### src/rtl/frame_bank_scheduler.sv
`default_nettype none
// ============================================================================
//  Module      : frame_bank_scheduler
//  Description : Ping-pong write steering for a two-bank frame buffer. Pixels
//                go to the back bank; the banks swap only when a frame has
//                delivered its last pixel and the closing packet passed CRC.
//                Killed, short or stalled frames are dropped and counted.
//  Option      : FRAME_BANK_FULL_CHECK_EN - commit also requires the pixel
//                counter to have reached FRAME_PIXELS.
//  Revision    : 1.0 - initial release
// ============================================================================
module frame_bank_scheduler #(
  parameter int FRAME_PIXELS   = 76800,
  parameter int ADDR_WIDTH     = 17,
  parameter int TIMEOUT_CYCLES = 1000000
) (
  input  logic                  clk,
  input  logic                  rst,
  input  logic                  pix_axiiv,
  input  logic [ADDR_WIDTH-1:0] pix_addr,
  input  logic [7:0]            pix_data,
  input  logic                  pkt_done,
  input  logic                  pkt_kill,
  output logic                  wr_en,
  output logic [ADDR_WIDTH:0]   wr_addr,
  output logic [7:0]            wr_data,
  output logic                  rd_bank,
  output logic                  frame_swap,
  output logic [15:0]           drop_count,
  output logic                  busy
);

  localparam int                  PCW       = $clog2(FRAME_PIXELS + 1);
  localparam logic [ADDR_WIDTH:0]   FP_EXT    = (ADDR_WIDTH + 1)'(FRAME_PIXELS);
  localparam logic [ADDR_WIDTH-1:0] LAST_ADDR = ADDR_WIDTH'(FRAME_PIXELS - 1);
  localparam logic [PCW-1:0]        PIX_FULL  = PCW'(FRAME_PIXELS);
  localparam logic [PCW-1:0]        PIX_ONE   = PCW'(1);
  localparam logic [19:0]           TO_LAST   = 20'(TIMEOUT_CYCLES - 1);

  typedef enum logic [2:0] {
    S_IDLE      = 3'd0,
    S_FILL      = 3'd1,
    S_WAIT_DONE = 3'd2,
    S_COMMIT    = 3'd3,
    S_DROP      = 3'd4
  } state_t;

  state_t         state, state_nxt;
  logic [PCW-1:0] pix_cnt, pix_cnt_nxt, pix_inc, cnt_after;
  logic [19:0]    to_cnt, to_cnt_nxt;
  logic           in_range, last_beat, rd_bank_nxt, commit_ok;

  // Out-of-range beats are invisible: no write, no count, no state change.
  assign in_range  = pix_axiiv && ({1'b0, pix_addr} < FP_EXT);
  assign last_beat = in_range && (pix_addr == LAST_ADDR);
  assign busy      = (state == S_FILL) || (state == S_WAIT_DONE);

  // Next-state, counter and front-bank decisions; the current beat is
  // folded in before any end-of-packet decision.
  always_comb begin
    state_nxt   = state;
    pix_cnt_nxt = pix_cnt;
    to_cnt_nxt  = to_cnt;
    rd_bank_nxt = rd_bank;
    pix_inc     = (pix_cnt == PIX_FULL) ? pix_cnt : pix_cnt + PIX_ONE;
    cnt_after   = in_range ? pix_inc : pix_cnt;
`ifdef FRAME_BANK_FULL_CHECK_EN
    commit_ok   = (cnt_after == PIX_FULL);
`else
    commit_ok   = 1'b1;
`endif
    case (state)
      S_IDLE: begin
        if (in_range) begin
          state_nxt   = S_FILL;
          pix_cnt_nxt = PIX_ONE;
          to_cnt_nxt  = 20'd0;
        end
      end
      S_FILL, S_WAIT_DONE: begin
        pix_cnt_nxt = cnt_after;
        to_cnt_nxt  = in_range ? 20'd0 : to_cnt + 20'd1;
        if (pkt_done && pkt_kill) begin
          state_nxt = S_DROP;
        end else if (pkt_done && ((state == S_WAIT_DONE) || last_beat)) begin
          state_nxt = commit_ok ? S_COMMIT : S_DROP;
        end else if (!in_range && (to_cnt == TO_LAST)) begin
          state_nxt = S_DROP;
        end else if (last_beat) begin
          state_nxt = S_WAIT_DONE;
        end
      end
      S_COMMIT, S_DROP: begin
        // A beat landing here opens the next frame immediately.
        if (state == S_COMMIT) begin
          rd_bank_nxt = ~rd_bank;
        end
        state_nxt   = in_range ? S_FILL : S_IDLE;
        pix_cnt_nxt = in_range ? PIX_ONE : '0;
        to_cnt_nxt  = 20'd0;
      end
      default: begin
        state_nxt   = S_IDLE;
        pix_cnt_nxt = '0;
        to_cnt_nxt  = 20'd0;
      end
    endcase
  end

  // State, counters and registered write port; the write bank is always the
  // complement of the front bank that will be in force next cycle.
  always_ff @(posedge clk) begin
    if (rst) begin
      state      <= S_IDLE;
      pix_cnt    <= '0;
      to_cnt     <= 20'd0;
      rd_bank    <= 1'b0;
      frame_swap <= 1'b0;
      drop_count <= 16'd0;
      wr_en      <= 1'b0;
      wr_addr    <= '0;
      wr_data    <= 8'd0;
    end else begin
      state      <= state_nxt;
      pix_cnt    <= pix_cnt_nxt;
      to_cnt     <= to_cnt_nxt;
      rd_bank    <= rd_bank_nxt;
      frame_swap <= (state == S_COMMIT);
      if ((state == S_DROP) && (drop_count != 16'hFFFF)) begin
        drop_count <= drop_count + 16'd1;
      end
      wr_en      <= in_range;
      wr_addr    <= {~rd_bank_nxt, pix_addr};
      wr_data    <= pix_data;
    end
  end

endmodule
`default_nettype wire

### config.mk
export PLATFORM = sky130hd
export DESIGN_NAME = frame_bank_scheduler
export DESIGN_NICKNAME = d
export VERILOG_FILES = /design/src/rtl/frame_bank_scheduler.sv
export SDC_FILE = /design/constraint.sdc
export NUM_CORES = 1
export LEC_CHECK = 0
export ABC_CLOCK_PERIOD_IN_PS = 2300
export CAP_MARGIN = 20
export CORE_ASPECT_RATIO = 1.75
export CORE_MARGIN = 1
export CORE_UTILIZATION = 48
export CTS_CLUSTER_SIZE = 40
export DETAILED_ROUTE_END_ITERATION = 10
export GPL_TIMING_DRIVEN = 0
export PLACE_DENSITY = 0.82
export REMOVE_ABC_BUFFERS = 1
export SYNTH_ARGS = -nofsm -noshare
export SYNTH_HDL_FRONTEND = slang
export SYNTH_SLANG_ARGS = --single-unit
### constraint.sdc
create_clock -name clk -period 2.3 [get_ports clk]
set_clock_uncertainty 0.05 [all_clocks]
set_input_delay 0.575 -clock clk [delete_from_list [all_inputs] [get_ports clk]]
set_output_delay 0.575 -clock clk [all_outputs]
set_load 0.01 [all_outputs]
---- Yosys cells after proc, flatten, opt, wreduce, memory -nomap -nowiden ----
Index checks and enable logic that the tools add are counted.
operators by class
  add/subtract/negate cells ............... 2
  $mul .................................... 0
  div/mod/pow operators ................... 0
  magnitude comparators ................... 1
  eq/ne operators ......................... 9
  shift operators ......................... 0
  muxes and demuxes ....................... 12
  bitwise operators ....................... 2
  reduce and logical (&&, ||, !) cells .... 13
operators with widths
  cell                     count
  $mux W20                 2
  $pmux W20 S2             1
  $add A20 B1 Y20 const B  1
  $eq A20 B20 Y1 const B   1
  $eq A17 B17 Y1 const B   1
  $lt A17 B17 Y1 const B   1
  $add A16 B1 Y16 const B  1
  $ne A16 B16 Y1 const B   1
  $mux W3                  5
  $pmux W3 S3              1
  $eq A3 B2 Y1 const B     2
  $logic_and A1 B1 Y1      6
  $ne A5 B5 Y1 const B     1
  $reduce_or A2 Y1         2
  $eq A3 B1 Y1 const B     1
  $eq A3 B3 Y1 const B     1
  $logic_not A3 Y1         1
  $mux W1                  3
  $logic_or A1 B1 Y1       2
  $ne A2 B2 Y1 const B     1
  $not A1 Y1               2
  $reduce_and A2 Y1        1
  $logic_not A1 Y1         1
word-level totals
  register bits after elaboration ......... 68
  latch bits .............................. 0
  memory bits (writable) .................. 0
  bits in read-only memories .............. 0
  input port bits ......................... 30
  output and inout port bits .............. 46
  memories kept ........................... 0

---- Longest topological paths before layout ----
  word-level depth ........................ 8
  mapped depth ............................ 6
  depth with buffers taken out ............ 6

---- Worst setup path before layout ----
No wires, ideal clock.
  path kind ............................... in2reg
  start point ............................. input pix_addr[14]
  end point ............................... register to_cnt[17]
  setup time .............................. 0.063 ns
  arrival time ............................ 2.029 ns
  required time ........................... 2.187 ns
  setup slack ............................. 0.158 ns
  cell stages on the path ................. 5
  buffers on the path ..................... 0
  cells stage by stage .................... nand4bb_1 o211a_1 a2111o_1 or4_1 nand3_1
on the way
  cells in the longest elaborated chain, start to end .. 4
  elaborated cells on any way between the ends .. 5
RTL lines
  item                   RTL line  text
  from (decl)            20        input logic [ADDR_WIDTH-1:0] pix_addr,
  $lt A17 B17 Y1 *       54        assign in_range = pix_axiiv && ({1'b0, pix_addr} < FP_EXT);
  $logic_and A1 B1 Y1 *  54
  $mux W20               82        to_cnt_nxt = in_range ? 20'd0 : to_cnt + 20'd1;
  $pmux W20 S2           72        case (state)
  to (signal assigned)   126       to_cnt <= to_cnt_nxt;
  to (decl)              50        logic [19:0] to_cnt, to_cnt_nxt;
Mark *: on every way between the ends. The rest lies on a longest branch, timed or not.
A chain may end at the register's enable or synchronous reset.

---- Final worst setup path ----
  start point ............................. input pix_addr[16]
  end point ............................... register to_cnt[17]
The elaborated chain is that of the path after synthesis.

==> summary.md <==
| Metric | Value |
|---|---|
| Status | `complete, no violations` |
| Share of synthesized area occupied by flip-flops and latches | `a little under half` |
| Flop and latch count out of synthesis | `68` |
| Number of warnings reported in the yosys synthesis log | `0` |
| X dimension of the die | `61.0 um` |
| Synthesized instance count | `329` |
| Type of the tightest min-delay check | `flip-flop to flip-flop` |
| Number of vias per cell after detailed routing | `5.70` |
| Via count of the first global-routing pass | `around 2600` |
| CTS tree | `yes` |
| Global-route wire length before repair | `between 10000 and 15000 um` |
| Mapped cell area | `roughly 0.0029 sq mm` |
| Total routed wirelength | `around 7400 um` |
| Minimum clock period | `between 2 and 2.5 ns` |
| Placed wire-length estimate | `a little under 5000 um` |
| Areal power density over the cells | `about 630 mW/mm^2` |
| Fraction of registers with async set or reset after synthesis | `0%` |
| H-tree level count | `3` |
| Clock tree root buffer cell | `clkbuf_8` |
| I/O pins | `76` |
| Hold_buf cts | `0` |
| Worst IR Drop VDD | `~460 uV` |
| Count of max-cap constraint violations | `0` |
| Setup violations, final | `0` |
| Leakage Power | `between 1 and 1.5 nW` |
| Placed instance count | `around 470` |
| Count of clock tree sinks | `between 60 and 70` |
| Core region area | `roughly 0.0059 sq mm` |
| Number of buffer cells added on primary ports | `75` |
| Syn_area_per_cell | `8.89 sq um` |
| Max Fclk | `approximately 440 MHz` |
| Most frequent cells in the layout | `72 x clkdlybuf4s50_1, 65 x dfxtp_1, 29 x nor2b_1` |
| Critical path fanouts, max | `8` |
| Setup Slack @ Placement | `-0.782 ns` |
| Height of the die | `roughly 110 um` |
| CTS Buffer Depth | `2` |
| Number of nets still failing antenna checks after routing | `0` |
| Detailed-router iteration count before antenna repair | `4` |
| Initial antenna violation count | `0` |
| Required time at the worst-slack endpoint | `~2.5 ns` |
| Final #Nets | `~440` |
| Global Route Usage Sum | `between 20% and 30%` |
| TritonCTS Buffers | `9` |
| Residual DRC | `0` |
| Clock Pin Slew Worst Setup and Hold Paths | `0.07 ns` |
| Count of antenna diodes in the layout | `0` |
| Number of enable-type register cells in the synthesized netlist | `0` |
| Initial DRC count | `222` |
| Die area | `0.00642 sq mm` |
| Prevailing post-synth register cell | `dfxtp_1` |
| Routability Congestion | `approximately 0.87` |
| Slew Limit Headroom | `40.1%` |
| Maximum number of pins on one net before global-route repair | `between 50 and 60` |
| Synth-to-layout area growth | `37.2%` |
| Global route total overflow | `0` |
| Count of cell types in the netlist | `45` |
| Startpoint Class | `input pin` |
| Most common library cell in the layout ignoring fill and taps | `clkdlybuf4s50_1` |
| Starting utilization of the core area | `about 50%` |
| Category of the critical setup timing path | `input pin to flip-flop` |
| Endpoint type of the worst setup path | `flip-flop` |
| Slew at the pin closest to its max-slew limit | `0.899 ns` |
| Number of slew-limit violations in the final report | `0` |
| Final period util | `~100%` |
| Post-route core utilization | `68.3%` |
| Total vias in the final route | `about 2800` |
| Power consumption | `2.54 mW` |
| RSZ-0062 raised after global routing | `true` |
| Setup ws final | `between 0.01 and 0.015 ns` |
| Clock insertion delay at the later pin of the skew report | `about 0.35 ns` |
| Number of placement rows | `37` |
| Critical path data arrival time | `2.52 ns` |
| Total count of hold-check failures in the final report | `0` |
| Layout cell share with drive strength beyond 1 | `under 10%` |
| Wire length per cell after detailed routing | `15.1 um` |
| Count of placed standard cells in the final layout, fillers left out | `488` |
per-stage QoR:
step	setup TNS (ns)	hold slack (ns)	area [sq um]
4_1_cts	-0.00541	0.449	3960
6_report	0	0.455	4010
2_1_floorplan	-0.0804	0.397	2870
5_1_grt	-0.162	0.459	4010
3_5_place_dp	-12.20	0.438	3720
3_3_place_gp	-33.12	0.410	3720
metal layers:
metal / up-vias / GRT usage, % / part of all wire (%)
li1: 1344 / - / -
met1: 1331 / 23.8 / 36
met2: 81 / 42.5 / 56
met3: 24 / 6.01 / 4.5
met4: 0 / 13.6 / 3.6
met5: - / 0 / 0
critical path: stages:
cell and delay (ns):
clkdlybuf4s50_1 0.55, nand4bb_4 0.14, o211a_4 0.32, a2111o_2 0.36
or4_1 0.50, nand3_1 0.07
power by group:
group / switching [mW] / leakage [nW] / internal (mW)
sequential: 0.0452 / 0.557 / 1.22
clock: 0.422 / 0.0941 / 0.464
combinational: 0.192 / 0.740 / 0.196
area by class of cell:
class | instances | area [sq um]
Clock buffer | 12 | 165
Fill cell | 475 | 1870
Multi-Input combinational cell | 241 | 1550
Clock inverter | 2 | 10.0
Timing Repair Buffer | 81 | 802
Sequential cell | 68 | 1370
Inverter | 6 | 22.5
Tap cell | 78 | 97.6
sequential cells by signal, summed over array words and instances, names as in the netlist:
register	cells
drop_count	16
frame_swap	1
rd_bank	1
state	3
to_cnt	20
wr_addr	18
wr_data	8
wr_en	1
synth_stat cells (2+ instances only):
library cell	instances	area share, %
dfxtp_1	68	47
nor2b_1	29	6.2
nor2_1	28	3.6
a21oi_1	20	3.4
nand2_1	17	2.2
nand3_1	17	2.9
o21ai_0	16	2.7
clkbuf_1	11	1.4
nand4_1	11	2.4
xor2_1	10	3.0
or3_1	9	1.9
and4_1	8	2.4
xnor2_1	8	2.4
inv_1	6	0.77
nor3_1	6	1.0
o31ai_1	6	1.5
and3_1	5	1.1
nor4_1	5	1.1
or4_1	5	1.3
and2_1	4	0.86
nor3b_1	4	1.0
o2111ai_1	4	1.2
nand2b_1	3	0.64
a31oi_1	2	0.43
buf_2	2	0.34
ha_1	2	0.86
nand3b_1	2	0.51
o211ai_1	2	0.51
o22a_1	2	0.60
o311ai_0	2	0.60
worst paths after layout:
path	slack [ns]	end	startpoint	cells past startpoint
max	0.01	to_cnt[17]	pix_addr[16]	6
min	0.46	to_cnt[19]	to_cnt[19]	2
max reg2reg	0.26	drop_count[12]	state[2]	5
min reg2reg	0.46	to_cnt[19]	to_cnt[19]	2
cell families (layout without fill, tap and decap cells):
family,count (synthesis),after routing,share of synthesized area (%)
AO/OA/AOI/OAI,61,61,13.2
XOR/XNOR,18,18,5.39
adder cells (fa/ha/maj),2,2,0.855
buffers and inverters,20,101,2.65
flip-flops,68,68,46.5
multiplexers,1,1,0.342
AND/OR/NAND/NOR,159,159,31.1
what timing repair did:
item | CTS | global route
pin swaps | 3 | 2
resized for setup | 12 | 7
buffers inserted | 4 | 1
endpoints found under the setup margin | 22 | 18
(Power assumes the default switching activity.)
